$ cat src/rtl/memory_game_pkg.sv
// Shared definitions for the memory game controller: pattern width, win count,
// controller state encoding and the saturating score increment.
package memory_game_pkg;

  localparam int PAT_W       = 10;
  localparam int SCORE_W     = 4;
  localparam int MAX_ENTRIES = 10;

  typedef enum logic [2:0] {
    ST_CLEAR = 3'd0,
    ST_PLAY  = 3'd1,
    ST_CHECK = 3'd2,
    ST_WRITE = 3'd3,
    ST_OVER  = 3'd4,
    ST_WIN   = 3'd5
  } state_t;

  function automatic logic [SCORE_W-1:0] sat_inc(
    input logic [SCORE_W-1:0] v,
    input logic [SCORE_W-1:0] lim
  );
    return (v >= lim) ? lim : v + 1'b1;
  endfunction

endpackage

$ cat src/rtl/key_debounce.sv
// Level debouncer: the output follows the input only after DEBOUNCE_CYCLES
// consecutive samples that differ from the current output. Clears to released (high).
module key_debounce #(
  parameter int DEBOUNCE_CYCLES = 500000
) (
  input  logic clk,
  input  logic clr,
  input  logic in,
  output logic out
);

  localparam int CNT_W = (DEBOUNCE_CYCLES > 1) ? $clog2(DEBOUNCE_CYCLES) : 1;
  localparam logic [CNT_W-1:0] LAST = CNT_W'(DEBOUNCE_CYCLES - 1);

  logic [CNT_W-1:0] r_cnt;
  logic             r_out;

  always_ff @(posedge clk) begin
    if (clr) begin
      r_cnt <= '0;
      r_out <= 1'b1;
    end else if (in == r_out) begin
      r_cnt <= '0;
    end else if (r_cnt == LAST) begin
      r_out <= in;
      r_cnt <= '0;
    end else begin
      r_cnt <= r_cnt + 1'b1;
    end
  end

  assign out = r_out;

endmodule

$ cat src/rtl/memory_game_ctrl.sv
// Memory game controller: debounced key presses submit switch patterns; unique
// patterns are written to number_mem and scored, a repeat ends the game.
module memory_game_ctrl #(
  parameter int DEBOUNCE_CYCLES = 500000,
  parameter int MAX_ENTRIES     = memory_game_pkg::MAX_ENTRIES
) (
  input  logic                                clk,
  input  logic                                clr,
  input  logic [memory_game_pkg::PAT_W-1:0]   sw,
  input  logic                                key,
  input  logic                                exist,
  output logic [memory_game_pkg::PAT_W-1:0]   cand,
  output logic [memory_game_pkg::SCORE_W-1:0] wn,
  output logic                                we,
  output logic                                mem_clrn,
  output logic [memory_game_pkg::SCORE_W-1:0] score,
  output logic                                game_over,
  output logic                                win,
  output logic                                reject,
  output logic [2:0]                          o_dbg_state
);

  import memory_game_pkg::*;

  // Arming needs DEBOUNCE_CYCLES real high samples plus the two reset-value
  // samples still flushing out of the synchronizer.
  localparam int ARM_N = DEBOUNCE_CYCLES + 2;
  localparam int ARM_W = $clog2(ARM_N + 1);
  localparam logic [ARM_W-1:0]   ARM_LAST  = ARM_W'(ARM_N - 1);
  localparam logic [SCORE_W-1:0] MAX_SCORE = SCORE_W'(MAX_ENTRIES);

  logic               r_sync1;
  logic               r_sync2;
  logic               w_key_db;
  logic               r_key_db_d;
  logic [ARM_W-1:0]   r_arm_cnt;
  logic               r_armed;
  logic               w_press;

  state_t             r_state;
  state_t             w_next;
  logic [PAT_W-1:0]   r_cand;
  logic [SCORE_W-1:0] r_score;
  logic [SCORE_W-1:0] w_score_inc;
  logic               r_reject;
  logic               w_sw_zero;

  always_ff @(posedge clk) begin
    if (clr) begin
      r_sync1 <= 1'b1;
      r_sync2 <= 1'b1;
    end else begin
      r_sync1 <= key;
      r_sync2 <= r_sync1;
    end
  end

  key_debounce #(
    .DEBOUNCE_CYCLES(DEBOUNCE_CYCLES)
  ) u_key_debounce (
    .clk(clk),
    .clr(clr),
    .in (r_sync2),
    .out(w_key_db)
  );

  // A key held through reset stays unarmed until it has been seen released.
  always_ff @(posedge clk) begin
    if (clr) begin
      r_key_db_d <= 1'b1;
      r_arm_cnt  <= '0;
      r_armed    <= 1'b0;
    end else begin
      r_key_db_d <= w_key_db;
      if (!r_armed) begin
        if (!r_sync2) begin
          r_arm_cnt <= '0;
        end else if (r_arm_cnt == ARM_LAST) begin
          r_armed <= 1'b1;
        end else begin
          r_arm_cnt <= r_arm_cnt + 1'b1;
        end
      end
    end
  end

  assign w_press     = r_armed & r_key_db_d & ~w_key_db;
  assign w_sw_zero   = (sw == '0);
  assign w_score_inc = sat_inc(r_score, MAX_SCORE);

  always_comb begin
    w_next = r_state;
    unique case (r_state)
      ST_CLEAR: w_next = ST_PLAY;
      ST_PLAY:  if (w_press && !w_sw_zero) w_next = ST_CHECK;
      ST_CHECK: w_next = exist ? ST_OVER : ST_WRITE;
      ST_WRITE: w_next = (w_score_inc == MAX_SCORE) ? ST_WIN : ST_PLAY;
      ST_OVER:  if (w_press) w_next = ST_CLEAR;
      ST_WIN:   if (w_press) w_next = ST_CLEAR;
      default:  w_next = ST_CLEAR;
    endcase
  end

  always_ff @(posedge clk) begin
    if (clr) begin
      r_state  <= ST_CLEAR;
      r_cand   <= '0;
      r_score  <= '0;
      r_reject <= 1'b0;
    end else begin
      r_state  <= w_next;
      r_reject <= (r_state == ST_PLAY) && w_press && w_sw_zero;
      if ((r_state == ST_PLAY) && w_press && !w_sw_zero) begin
        r_cand <= sw;
      end
      if (r_state == ST_CLEAR) begin
        r_score <= '0;
      end else if (r_state == ST_WRITE) begin
        r_score <= w_score_inc;
      end
    end
  end

  // Moore outputs: only registered state feeds we and mem_clrn, so they are disjoint.
  assign cand        = r_cand;
  assign wn          = r_score;
  assign score       = r_score;
  assign we          = (r_state == ST_WRITE);
  assign mem_clrn    = (r_state != ST_CLEAR);
  assign game_over   = (r_state == ST_OVER);
  assign win         = (r_state == ST_WIN);
  assign reject      = r_reject;
  assign o_dbg_state = r_state;

endmodule

$ cat config.mk
export PLATFORM = sky130hd
export DESIGN_NAME = memory_game_ctrl
export DESIGN_NICKNAME = d
export VERILOG_FILES = /design/src/rtl/memory_game_pkg.sv /design/src/rtl/key_debounce.sv /design/src/rtl/memory_game_ctrl.sv
export SDC_FILE = /design/constraint.sdc
export NUM_CORES = 1
export LEC_CHECK = 0
export ABC_AREA = 1
export CAP_MARGIN = 20
export CORE_ASPECT_RATIO = 1.2
export CORE_UTILIZATION = 62
export CTS_BUF_LIST = sky130_fd_sc_hd__clkbuf_4
export CTS_CLUSTER_DIAMETER = 60
export DETAILED_ROUTE_END_ITERATION = 8
export GPL_TIMING_DRIVEN = 0
export PLACE_DENSITY = 0.85
export SYNTH_ARGS = -nofsm -noshare
export SYNTH_HDL_FRONTEND = slang
export SYNTH_SLANG_ARGS = --single-unit
export TNS_END_PERCENT = 1
$ cat constraint.sdc
create_clock -name clk -period 4.8 [get_ports clk]
set_clock_uncertainty 0.2 [all_clocks]
set_input_delay 1.2 -clock clk [delete_from_list [all_inputs] [get_ports clk]]
set_output_delay 1.2 -clock clk [all_outputs]
set_load 0.05 [all_outputs]
# Word level (Yosys, flattened, before mapping)
# Cells that the tools add are included.
# Widths: inputs -> output; s select.
[word_totals]
word_cells = 57
ff_bits = 61
[classes]
add_sub_neg = 3
bitwise_logic = 5
n_reduce_logical = 14
magnitude_cmp = 1
n_eq_ne = 12
muxes = 11
[op_table]
columns = ["cell", "n"]
rows = [
  ["$add 19x1->19 const B", 2],
  ["$eq 19x19->1 const B", 2],
  ["$mux 19", 2],
  ["$pmux 3 s5", 1],
  ["$mux 3", 4],
  ["$logic_not 10->1", 1],
  ["$eq 3x2->1 const B", 2],
  ["$eq 3x3->1 const B", 2],
  ["$reduce_and 2->1", 3],
  ["$add 4x1->4 const B", 1],
  ["$eq 4x4->1 const B", 1],
  ["$ge 4x4->1 const B", 1],
  ["$logic_and 1x1->1", 4],
  ["$mux 4", 1],
  ["$ne 2x2->1 const B", 2],
  ["$reduce_or 2->1", 2],
  ["$eq 3x1->1 const B", 1],
  ["$logic_not 3->1", 1],
  ["$mux 1", 3],
  ["$not 1->1", 3],
  ["$reduce_bool 3->1", 1],
  ["$reduce_or 3->1", 1],
  ["$and 1x1->1", 2],
  ["$ne 2x1->1 const B", 1],
  ["2 further kinds", 2],
]

# Logic depth before layout (Yosys ltp)
[logic_depth]
word_depth = 5
ltp_mapped = 11
ltp_nobuf = 11

# Modules after synthesis
# A second synthesis with hierarchy kept.
[hier_totals]
cells_unflattened = 492
area_unflattened_um2 = 3266.9
[by_module_without_submodules]
columns = ["module", "instances", "area_per_inst_um2", "cells_per_inst"]
rows = [
  ["memory_game_ctrl", 1, 2210.9, 332],
  ["key_debounce", 1, 1056.0, 160],
]

# Worst setup path before layout
# Ideal clock, no wire load.
[synth_timing]
kind = "register -> output"
startpoint = "reg r_state[2], in the netlist o_dbg_state[2]"
endpoint = "out game_over"
path_stages_with_launch = 5
required_time_ns = 3.400
slack_ns = 1.694
arrival_time_ns = 1.706
path_cell_list = "dfxtp_1 -> inv_1 -> nor2_1 -> inv_1 -> nor2_1"
[synth_between]
elab_chain_len = 1
[synth_rtl]
columns = ["element", "line_no", "text"]
rows = [
  ["start: declaration", "memory_game_ctrl.sv:40", "state_t r_state;"],
  ["start signal: assignment", "memory_game_ctrl.sv:111", "r_state <= w_next;"],
  ["$eq 3x3->1", "memory_game_ctrl.sv:130", "assign game_over = (r_state == ST_OVER);"],
  ["end: declaration", "memory_game_ctrl.sv:17", "output logic game_over,"],
]
# Every way passes these cells.

# Final worst setup path
[layout_timing]
startpoint = "reg r_state[0], in the netlist o_dbg_state[0]"
endpoint = "out we"
[layout_between]
elab_chain_len = 1
[layout_rtl]
columns = ["element", "line_no", "text"]
rows = [
  ["$eq 3x2->1", "memory_game_ctrl.sv:128", "assign we = (r_state == ST_WRITE);"],
  ["end: declaration", "memory_game_ctrl.sv:14", "output logic we,"],
]
# Every way passes these cells.

==> key figures <==
Worst setup path
  • Slowest library cell on the worst path: clkdlybuf4s50_1
  • Crit. End Element: output port
  • Startpoint Class: flop
  • Critical Path, Cell by Cell: inv_2 > nor3_4 > clkdlybuf4s50_1
  • Crit Path Class: reg2out
  • Reg2Reg Depth: 7
  • Critical path depth in cells: 3
  • Slowest Stage Delay on Critical Path: 0.87 ns
  • Buffers & Inverters on Critical Path: 2
  • Critical path peak fanout: 8
  • Required @ worst endpoint: 3.40 ns
  • Top delay family on crit path: buffers and inverters
  • Critical Path AT: 2.17 ns

Logic synthesis
  • FFs w/ async S/R, synth: 0%
  • Gate Count Post-Synth: 487
  • Top-count cell post-synth: nor2_1
  • Cell Area, Synth: 3250 um2
  • Top cells by area, synth: dfxtp_1, nor2_1, nand2_1, inv_1, nand3_1
  • Yosys top cell by area: dfxtp_1
  • Syn_nets: 506
  • Seq/Total Area, Yosys: 37.5%
  • List of most frequent post-synthesis cells: nor2_1, nand2_1, dfxtp_1, inv_1, nand3_1
  • Ys flop type: dfxtp_1
  • Synth warnings: 0
  • Synth unique cells: 38
  • Post-synth EDFFs: 0
  • Synth top area share: 37.5%
  • Mean Syn Cell Area: 6.68 um2
  • Yosys reg bits: 61

STA
  • Final hold slack: 0.217 ns
  • Finish-stage setup viols: 0
  • Maximum clock frequency: 0.280 GHz
  • Final hold vios: 0
  • Period utilisation layout: 74.4%
  • Tmin final: 3.57 ns
  • Slew Limit Fails: 0
  • Max-slew headroom: 60.4%
  • RSZ-0062 raised after global routing: false
  • Worst-margin pin slew: 0.590 ns
  • TNS Setup: 0 ns

Clock tree
  • Clk sinks: 61
  • H-tree depth: 3
  • Clk root buf: clkbuf_4
  • Clk Latency, worst-skew pair: 0.41 ns
  • Clock transition at path regs: 0.11 ns
  • CTS Buf Count: 9
  • Post-CTS Hold Buffers: 0
  • Clk buf depth: 2
  • PostCTS Resize Cnt: 0
  • TritonCTS clock tree: yes
  • Setup Fix Bufs, Post-CTS: 0

Power and ir drop
  • Leakage power: 0.00157 uW
  • Total Power: 1140 uW
  • Pwr/cell area: 292 nW/um2
  • Peak VDD IR: 268 uV

Worst hold path
  • WHS Path Cells: 1
  • Hold WC Path Type: reg2reg

Routing
  • DRC viols: 0
  • Via count: 3,256
  • DR vias/cell: 5.41
  • Routed WL: 7790 um
  • Final ANT Viol Nets: 0
  • Wire per inst: 12.9 um
  • TritonRoute pass-1 iters: 6
  • Violation count after the first detailed-route iteration: 298

Status
  • Status: finished, final reports clean

Floorplanning
  • Row cnt: 28
  • Die height: 81.4 um
  • Initial Util: 65.4%
  • Core area: 4970 um2
  • Die Wd: 68.1 um
  • I/O Pins: 40
  • Die area: 5540 um2

Global routing
  • Vias in the first global route: 3,168
  • Gr usage total: 31.2%
  • First-pass GRT wire length: 12,900 um
  • GRT overflow: 0
  • Maximum number of pins on one net before global-route repair: 11
  • Initial antenna violation count: 0

Placed design
  • Area after DPL: 3720 um2
  • GPL Wtd Cong: 0.913
  • I/O Buffers: 39
  • Hpwl dp: 5710 um

Flow run
  • Max-cap violations: 0

Final layout
  • Final core occ: 78.4%
  • Design area: 3900 um2
  • N_diodes: 0
  • Nets@finish: 556
  • Share of cells above drive strength 1: 8.67%
  • Area grow syn2layout: 19.9%
==> cells in the final DEF, fill, tap and decap left out, types with 4 or more instances in the layout <==
master	instances
nor2_1	101
nand2_1	95
inv_1	61
dfxtp_1	61
clkdlybuf4s50_1	39
nand3_1	36
o21ai_0	21
nor3_1	18
nand4_1	17
a21oi_1	11
clkbuf_4	11
xor2_1	9
buf_4	5
ha_1	5
or2_2	4
==> logic make-up (layout without fill, tap and decap cells) <==
logic type,after synthesis,after routing,synth area share (%)
AND/OR/NAND/NOR,289,289,39.8
buffers and inverters,78,133,10.2
flip-flops,61,61,37.5
AO/OA/AOI/OAI,43,43,7.65
XOR/XNOR,11,11,2.96
adder cells (fa/ha/maj),5,5,1.92
==> flip-flops by register name, indices dropped and copies added, names as in the netlist <==
| register | flops |
|---|---|
| cand | 10 |
| o_dbg_state | 3 |
| r_arm_cnt | 19 |
| r_armed | 1 |
| r_key_db_d | 1 |
| r_sync1 | 1 |
| r_sync2 | 1 |
| reject | 1 |
| score | 4 |
| u_key_debounce.out | 1 |
| u_key_debounce.r_cnt | 19 |
==> cell type report <==
| cell class | count | area (um2) |
|---|---|---|
| inverters | 66 | 248 |
| well taps | 60 | 75.1 |
| clock buffers | 11 | 82.6 |
| flip-flops and latches | 61 | 1220 |
| repair buffers | 39 | 390 |
| plain buffers | 12 | 83.8 |
| multi-input cells | 348 | 1700 |
| clock inverters | 5 | 98.8 |
| fillers | 399 | 1070 |
==> stage by stage <==
step,worst slack [ns],instances
CTS,1.24,602
global placement,1.69,586
finish,1.23,602
global route,1.13,602
floorplan,1.69,487
detailed placement,1.65,586
==> power by group <==
group          internal [uW]  leakage (uW)  total (uW)  switching [uW]
Combinational           51.4      0.000975         149            98.1
Clock                    273     0.0000985         459             186
Sequential               515      0.000493         529            13.7
Total                    840       0.00157        1140             297
==> worst reg2reg max path: cells and delay by family, from the launching register on <==
family        cells  cell delay, ns
fa+ha+maj         1            0.30
buf+inv           1            0.21
simple gates      5            0.77
flops             1            0.45
==> final timing paths <==
check	from	slack (ns)	to
worst min register to register	r_sync1	0.22	r_sync2
worst min-delay path	r_sync1	0.22	r_sync2
worst max register to register	u_key_debounce.r_cnt[0]	2.78	u_key_debounce.r_cnt[6]
worst max-delay path	o_dbg_state[0]	1.23	we
==> metal layers <==
| metal | part of all wire (%) | track usage [%] | routed length (um) | up-vias |
|---|---|---|---|---|
| met5 | 0 | 0 | 0 | - |
| met4 | 2.5 | 15.4 | 191 | 0 |
| met3 | 4.5 | 6.60 | 352 | 21 |
| met2 | 53 | 56.1 | 4130 | 83 |
| met1 | 40 | 33.4 | 3120 | 1496 |
| li1 | - | - | - | 1656 |
Power figures use the tool's default switching activity.
